## src/rtl/fifo_wr_arb.sv

```systemverilog
// rtl/fifo_wr_arb.sv - four-requester packet-locked write arbiter in front of a FIFO write port
// Optional feature macro: FIFO_WR_ARB_PRIO_EN (requester 0 wins every arbitration in which it requests)
module fifo_wr_arb #(
  parameter int DATA_W    = 8,
  parameter int MAX_BEATS = 16
) (
  input  logic                  wclk,
  input  logic                  wrst_n,
  input  logic [3:0]            req,
  input  logic [3:0]            req_last,
  input  logic [4*DATA_W-1:0]   req_data,
  input  logic                  wfull,
  output logic [3:0]            gnt,
  output logic [3:0]            ack,
  output logic                  winc,
  output logic [DATA_W-1:0]     wdata,
  output logic                  pkt_err
);

  localparam int CNT_W = $clog2(MAX_BEATS + 1);
  localparam logic [CNT_W-1:0] CNT_MAX = CNT_W'(MAX_BEATS - 1);
  localparam logic [CNT_W-1:0] CNT_ONE = CNT_W'(1);

  localparam logic [0:0] ST_IDLE = 1'b0;
  localparam logic [0:0] ST_LOCK = 1'b1;

  logic [0:0]       state_q,      state_d;
  logic [3:0]       gnt_q,        gnt_d;
  logic [1:0]       last_owner_q, last_owner_d;
  logic [CNT_W-1:0] beat_cnt_q,   beat_cnt_d;
  logic             pkt_err_q,    pkt_err_d;

  logic             win_found;
  logic [1:0]       win_idx;
  logic [1:0]       cand;
  logic             owner_last;
  logic             at_max;
  logic             release_pkt;
  logic             forced;

  // Beat handshake: only the granted requester can be acked, and never while the FIFO is full
  assign ack  = gnt_q & req & {4{~wfull}};
  assign winc = |ack;
  assign gnt  = gnt_q;
  assign pkt_err = pkt_err_q;

  assign owner_last  = |(gnt_q & req_last);
  assign at_max      = (beat_cnt_q == CNT_MAX);
  assign release_pkt = winc & (owner_last | at_max);
  assign forced      = winc & ~owner_last & at_max;

  // Data mux from the one-hot grant; zero when nobody owns the port
  always_comb begin
    wdata = '0;
    for (int i = 0; i < 4; i++) begin
      if (gnt_q[i]) begin
        wdata = req_data[i*DATA_W +: DATA_W];
      end
    end
  end

  // Round-robin search starting just above the previous owner; previous owner is checked last
  always_comb begin
    win_found = 1'b0;
    win_idx   = 2'd0;
    cand      = 2'd0;
    for (int k = 1; k <= 4; k++) begin
      cand = last_owner_q + 2'(k);
      if (!win_found && req[cand]) begin
        win_found = 1'b1;
        win_idx   = cand;
      end
    end
`ifdef FIFO_WR_ARB_PRIO_EN
    if (req[0]) begin
      win_found = 1'b1;
      win_idx   = 2'd0;
    end
`else
`endif
  end

  // Grant FSM: lock on grant, release on accepted last beat or on beat-count overflow
  always_comb begin
    state_d      = state_q;
    gnt_d        = gnt_q;
    last_owner_d = last_owner_q;
    beat_cnt_d   = beat_cnt_q;
    pkt_err_d    = pkt_err_q;
    case (state_q)
      ST_IDLE: begin
        if (win_found) begin
          state_d      = ST_LOCK;
          gnt_d        = 4'b0001 << win_idx;
          last_owner_d = win_idx;
          beat_cnt_d   = '0;
        end
      end
      ST_LOCK: begin
        if (release_pkt) begin
          beat_cnt_d = '0;
          if (forced) begin
            pkt_err_d = 1'b1;
          end
          if (win_found) begin
            gnt_d        = 4'b0001 << win_idx;
            last_owner_d = win_idx;
          end else begin
            state_d = ST_IDLE;
            gnt_d   = 4'b0000;
          end
        end else if (winc) begin
          beat_cnt_d = beat_cnt_q + CNT_ONE;
        end
      end
      default: begin
        state_d = ST_IDLE;
        gnt_d   = 4'b0000;
      end
    endcase
  end

  // State registers; reset leaves last_owner at 3 so requester 0 is searched first
  always_ff @(posedge wclk or negedge wrst_n) begin
    if (!wrst_n) begin
      state_q      <= ST_IDLE;
      gnt_q        <= 4'b0000;
      last_owner_q <= 2'd3;
      beat_cnt_q   <= '0;
      pkt_err_q    <= 1'b0;
    end else begin
      state_q      <= state_d;
      gnt_q        <= gnt_d;
      last_owner_q <= last_owner_d;
      beat_cnt_q   <= beat_cnt_d;
      pkt_err_q    <= pkt_err_d;
    end
  end

endmodule

```

## config.mk

```make
export PLATFORM = sky130hd
export DESIGN_NAME = fifo_wr_arb
export DESIGN_NICKNAME = d
export VERILOG_FILES = /design/src/rtl/fifo_wr_arb.sv
export SDC_FILE = /design/constraint.sdc
export NUM_CORES = 1
export LEC_CHECK = 0
export CORE_MARGIN = 5
export CORE_UTILIZATION = 33
export DETAILED_ROUTE_END_ITERATION = 10
export GPL_TIMING_DRIVEN = 0
export HOLD_SLACK_MARGIN = 0.06
export PLACE_DENSITY = 0.76
export REMOVE_ABC_BUFFERS = 1
export SLEW_MARGIN = 40
export SYNTH_ARGS = -nofsm -noshare
export SYNTH_HDL_FRONTEND = slang
export SYNTH_SLANG_ARGS = --single-unit
```

## constraint.sdc

```tcl
create_clock -name wclk -period 1.7 [get_ports wclk]
set_input_delay 0.51 -clock wclk [delete_from_list [all_inputs] [get_ports wclk]]
set_output_delay 0.51 -clock wclk [all_outputs]
set_load 0.01 [all_outputs]
```

==> flow_summary.json <==
{
  "slew_viol_final": 0,
  "antenna_found_initial": 0,
  "setup_ws_ps": -355.1,
  "ys_ff_latch": 13,
  "synth.most_common_cell": "nand2_1",
  "r2r_setup_slack_ps": -100,
  "ys_seq_area_frac": 0.3338,
  "setup_viol": 15,
  "layout_min_cycle_time_ps": 2055,
  "fin_tns_setup_ps": -3297,
  "ys_types": 35,
  "routed_wl_um": 4024,
  "dp_hpwl_um": 2722,
  "fin_skew_ps": 4.647,
  "io_pins": 61,
  "path_class": "reg -> out",
  "violations": "negative setup slack",
  "cts_root_buf": "clkbuf_4",
  "path_cells": "nor2b_4 -> buf_4 -> a22oi_1 -> nor2_1 -> a21oi_1 -> o21ai_1 -> buf_2",
  "firstDrtPassIters": 4,
  "crit_path_start_kind": "flip-flop",
  "cts_tree": "done",
  "cap_violations": 0,
  "fp.dieArea_sq_um": 4167,
  "post-place-ws_ps": -953.7,
  "die_h_um": 64.56,
  "ir_drop_uv": 290.0,
  "outcome": "complete, but fails checks",
  "worstPathRequired_ps": 1190,
  "clock_latency_ps": 280,
  "timing.fmax_mhz": 486.6,
  "grt_max_degree": 14,
  "endpoint_kind": "output pin",
  "drt_iter0_drc": 93,
  "worstMarginPinSlew_ps": 595.1,
  "p_leak_nw": 0.8180,
  "core_area_sq_um": 2805,
  "synthTopCellsByArea": "dfrtp_1, nand2_1, a22oi_1, o21ai_0, a21oi_1",
  "routed_via_density": 5.377,
  "antenna_left": 0,
  "power_density_nw_per_um2": 358.3,
  "period_share": 1.209,
  "start_util": 0.3501,
  "hp-class": "reg -> reg",
  "nFillCells": 252,
  "cp_slowest_cell": "dfrtp_2",
  "register_area_sq_um": 332.8,
  "htree_levels": 1,
  "grt_pass1_wl_um": 6472,
  "layout-drive-gt1-share": 0.3009,
  "crit_family": "flip-flops",
  "drc": 0,
  "gp_congestion": 0.7410,
  "multi_input_area_sq_um": 621.8,
  "synth_edf_count": 0,
  "wl_per_cell_um": 16.29,
  "synthCells": 134,
  "num_rows": 19,
  "hold_buffers": 0,
  "path_buf_inv": 2,
  "grt_pass1_vias": 1375,
  "nets": 262,
  "rsz0062_at_grt": "true",
  "cts_num_sinks": 13,
  "synthArstFlopShare": 1.000,
  "slew_headroom": 0.6020,
  "portBuffers": 60,
  "cts_buffer_depth": 2,
  "antennaDiodeCount": 0,
  "yosys_warnings": 0,
  "fp.dieW_um": 64.56,
  "finalHoldViolCount": 0,
  "clkTransAtPathRegs_ps": 80,
  "syn2layout_area_growth_pct": 82.42,
  "critPathArrivalTime_ps": 1550,
  "numCtsBuffers": 3,
  "grt_overflow": 0,
  "yosys.area.top_type": "dfrtp_1",
  "postSynthAreaPerCell_sq_um": 7.330,
  "synth_top_area_share": 0.2803,
  "grt_use_total": 0.1953,
  "syn-cell-area_sq_um": 982.2,
  "crit_path_max_fanout": 5,
  "vias": 1328,
  "synthFlopType": "dfrtp_1",
  "crit_path_max_incr_delay_ps": 460,
  "synth_common_cells": "nand2_1, o21ai_0, nor2_1"
}
placed cells by master (no fill, tap or decap), drive strengths merged, types with 2 or more instances in the layout:
| cell | count |
|---|---|
| a211oi | 2 |
| a21oi | 11 |
| a22oi | 9 |
| buf | 37 |
| clkbuf | 3 |
| clkdlybuf4s15 | 6 |
| clkdlybuf4s50 | 37 |
| dfrtp | 11 |
| dfstp | 2 |
| dlygate4sd2 | 5 |
| ha | 2 |
| inv | 8 |
| nand2 | 28 |
| nand2b | 4 |
| nor2 | 12 |
| o211ai | 2 |
| o21ai | 20 |
| o31ai | 2 |
layout make-up:
class                   count  share of cell area
repair buffers             85              0.4134
multi-input cells         106              0.3471
flip-flops and latches     13              0.1858
clock inverters             1            0.002793
well taps                  31             0.02165
clock buffers               3             0.01257
inverters                   8             0.01676
repair_timing:
action,in CTS,in global routing
gates resized for setup,81,11
setup endpoints to repair,30,25
buffers inserted,23,2
gates cloned,0,0
pin swaps,8,3
sequential cells by signal, indices dropped and copies added (netlist names):
name and cells:
beat_cnt_q 5, last_owner_q 2, gnt 4, pkt_err 1
state_q 1
worst paths after layout:
check / start / endpoint / depth (start not counted)
max: gnt[1]$_DFFE_PN0P_ / wdata[3] / 7
min in group asynchronous: wrst_n / beat_cnt_q[4]$_DFFE_PN0P_ / 1
min reg2reg: last_owner_q[0]$_DFFE_PN1P_ / last_owner_q[0]$_DFFE_PN1P_ / 2
max reg2reg: gnt[1]$_DFFE_PN0P_ / beat_cnt_q[0]$_DFFE_PN0P_ / 7
min: last_owner_q[0]$_DFFE_PN1P_ / last_owner_q[0]$_DFFE_PN1P_ / 2
max in group asynchronous: wrst_n / gnt[2]$_DFFE_PN0P_ / 1
worst min-delay path, stage by stage (launching register included):
cell	delay, ps
dfstp_2	380
nand2_1	50
o21ai_1	50
per-stage QoR:
| step | power, mW | instances | instance area [sq um] | util | hold slack (ps) |
|---|---|---|---|---|---|
| floorplan | 0.3373 | 127 | 947.2 | - | 214.4 |
| global placement | 0.4487 | 218 | 1587 | 0.5656 | 457.5 |
| detailed placement | 0.4517 | 218 | 1587 | 0.5656 | 473.4 |
| CTS | 0.6455 | 245 | 1777 | 0.6334 | 487.6 |
| global route | 0.6766 | 247 | 1792 | 0.6387 | 516.5 |
| finish | 0.6419 | 247 | 1792 | 0.6387 | 485.1 |
cell families (layout without fill, tap and decap cells):
logic type / count (synthesis) / count (layout) / synth area share
DFF: 13 / 13 / 0.3338
muxes: 1 / 1 / 0.01146
adders and majority gates: 2 / 2 / 0.02547
and+or+nand+nor: 53 / 53 / 0.2433
buffers and inverters: 15 / 97 / 0.06623
AOI/OAI and AO/OA: 50 / 50 / 0.3197
where the power goes:
group	leakage, nW	internal, mW	total [mW]	switching, mW
logic	0.638	0.0934	0.138	0.0450
registers	0.162	0.311	0.312	0.00116
clock network	0.0177	0.0873	0.192	0.104
per-layer routing:
metal / track usage / wire [um] / up-vias
met3: 0.03972 / 342 / 4
met5: 0 / 0 / -
met2: 0.3505 / 1898 / 62
met1: 0.2327 / 1746 / 628
met4: 0.06332 / 36 / 0
li1: - / - / 634
(Power assumes the default switching activity.)
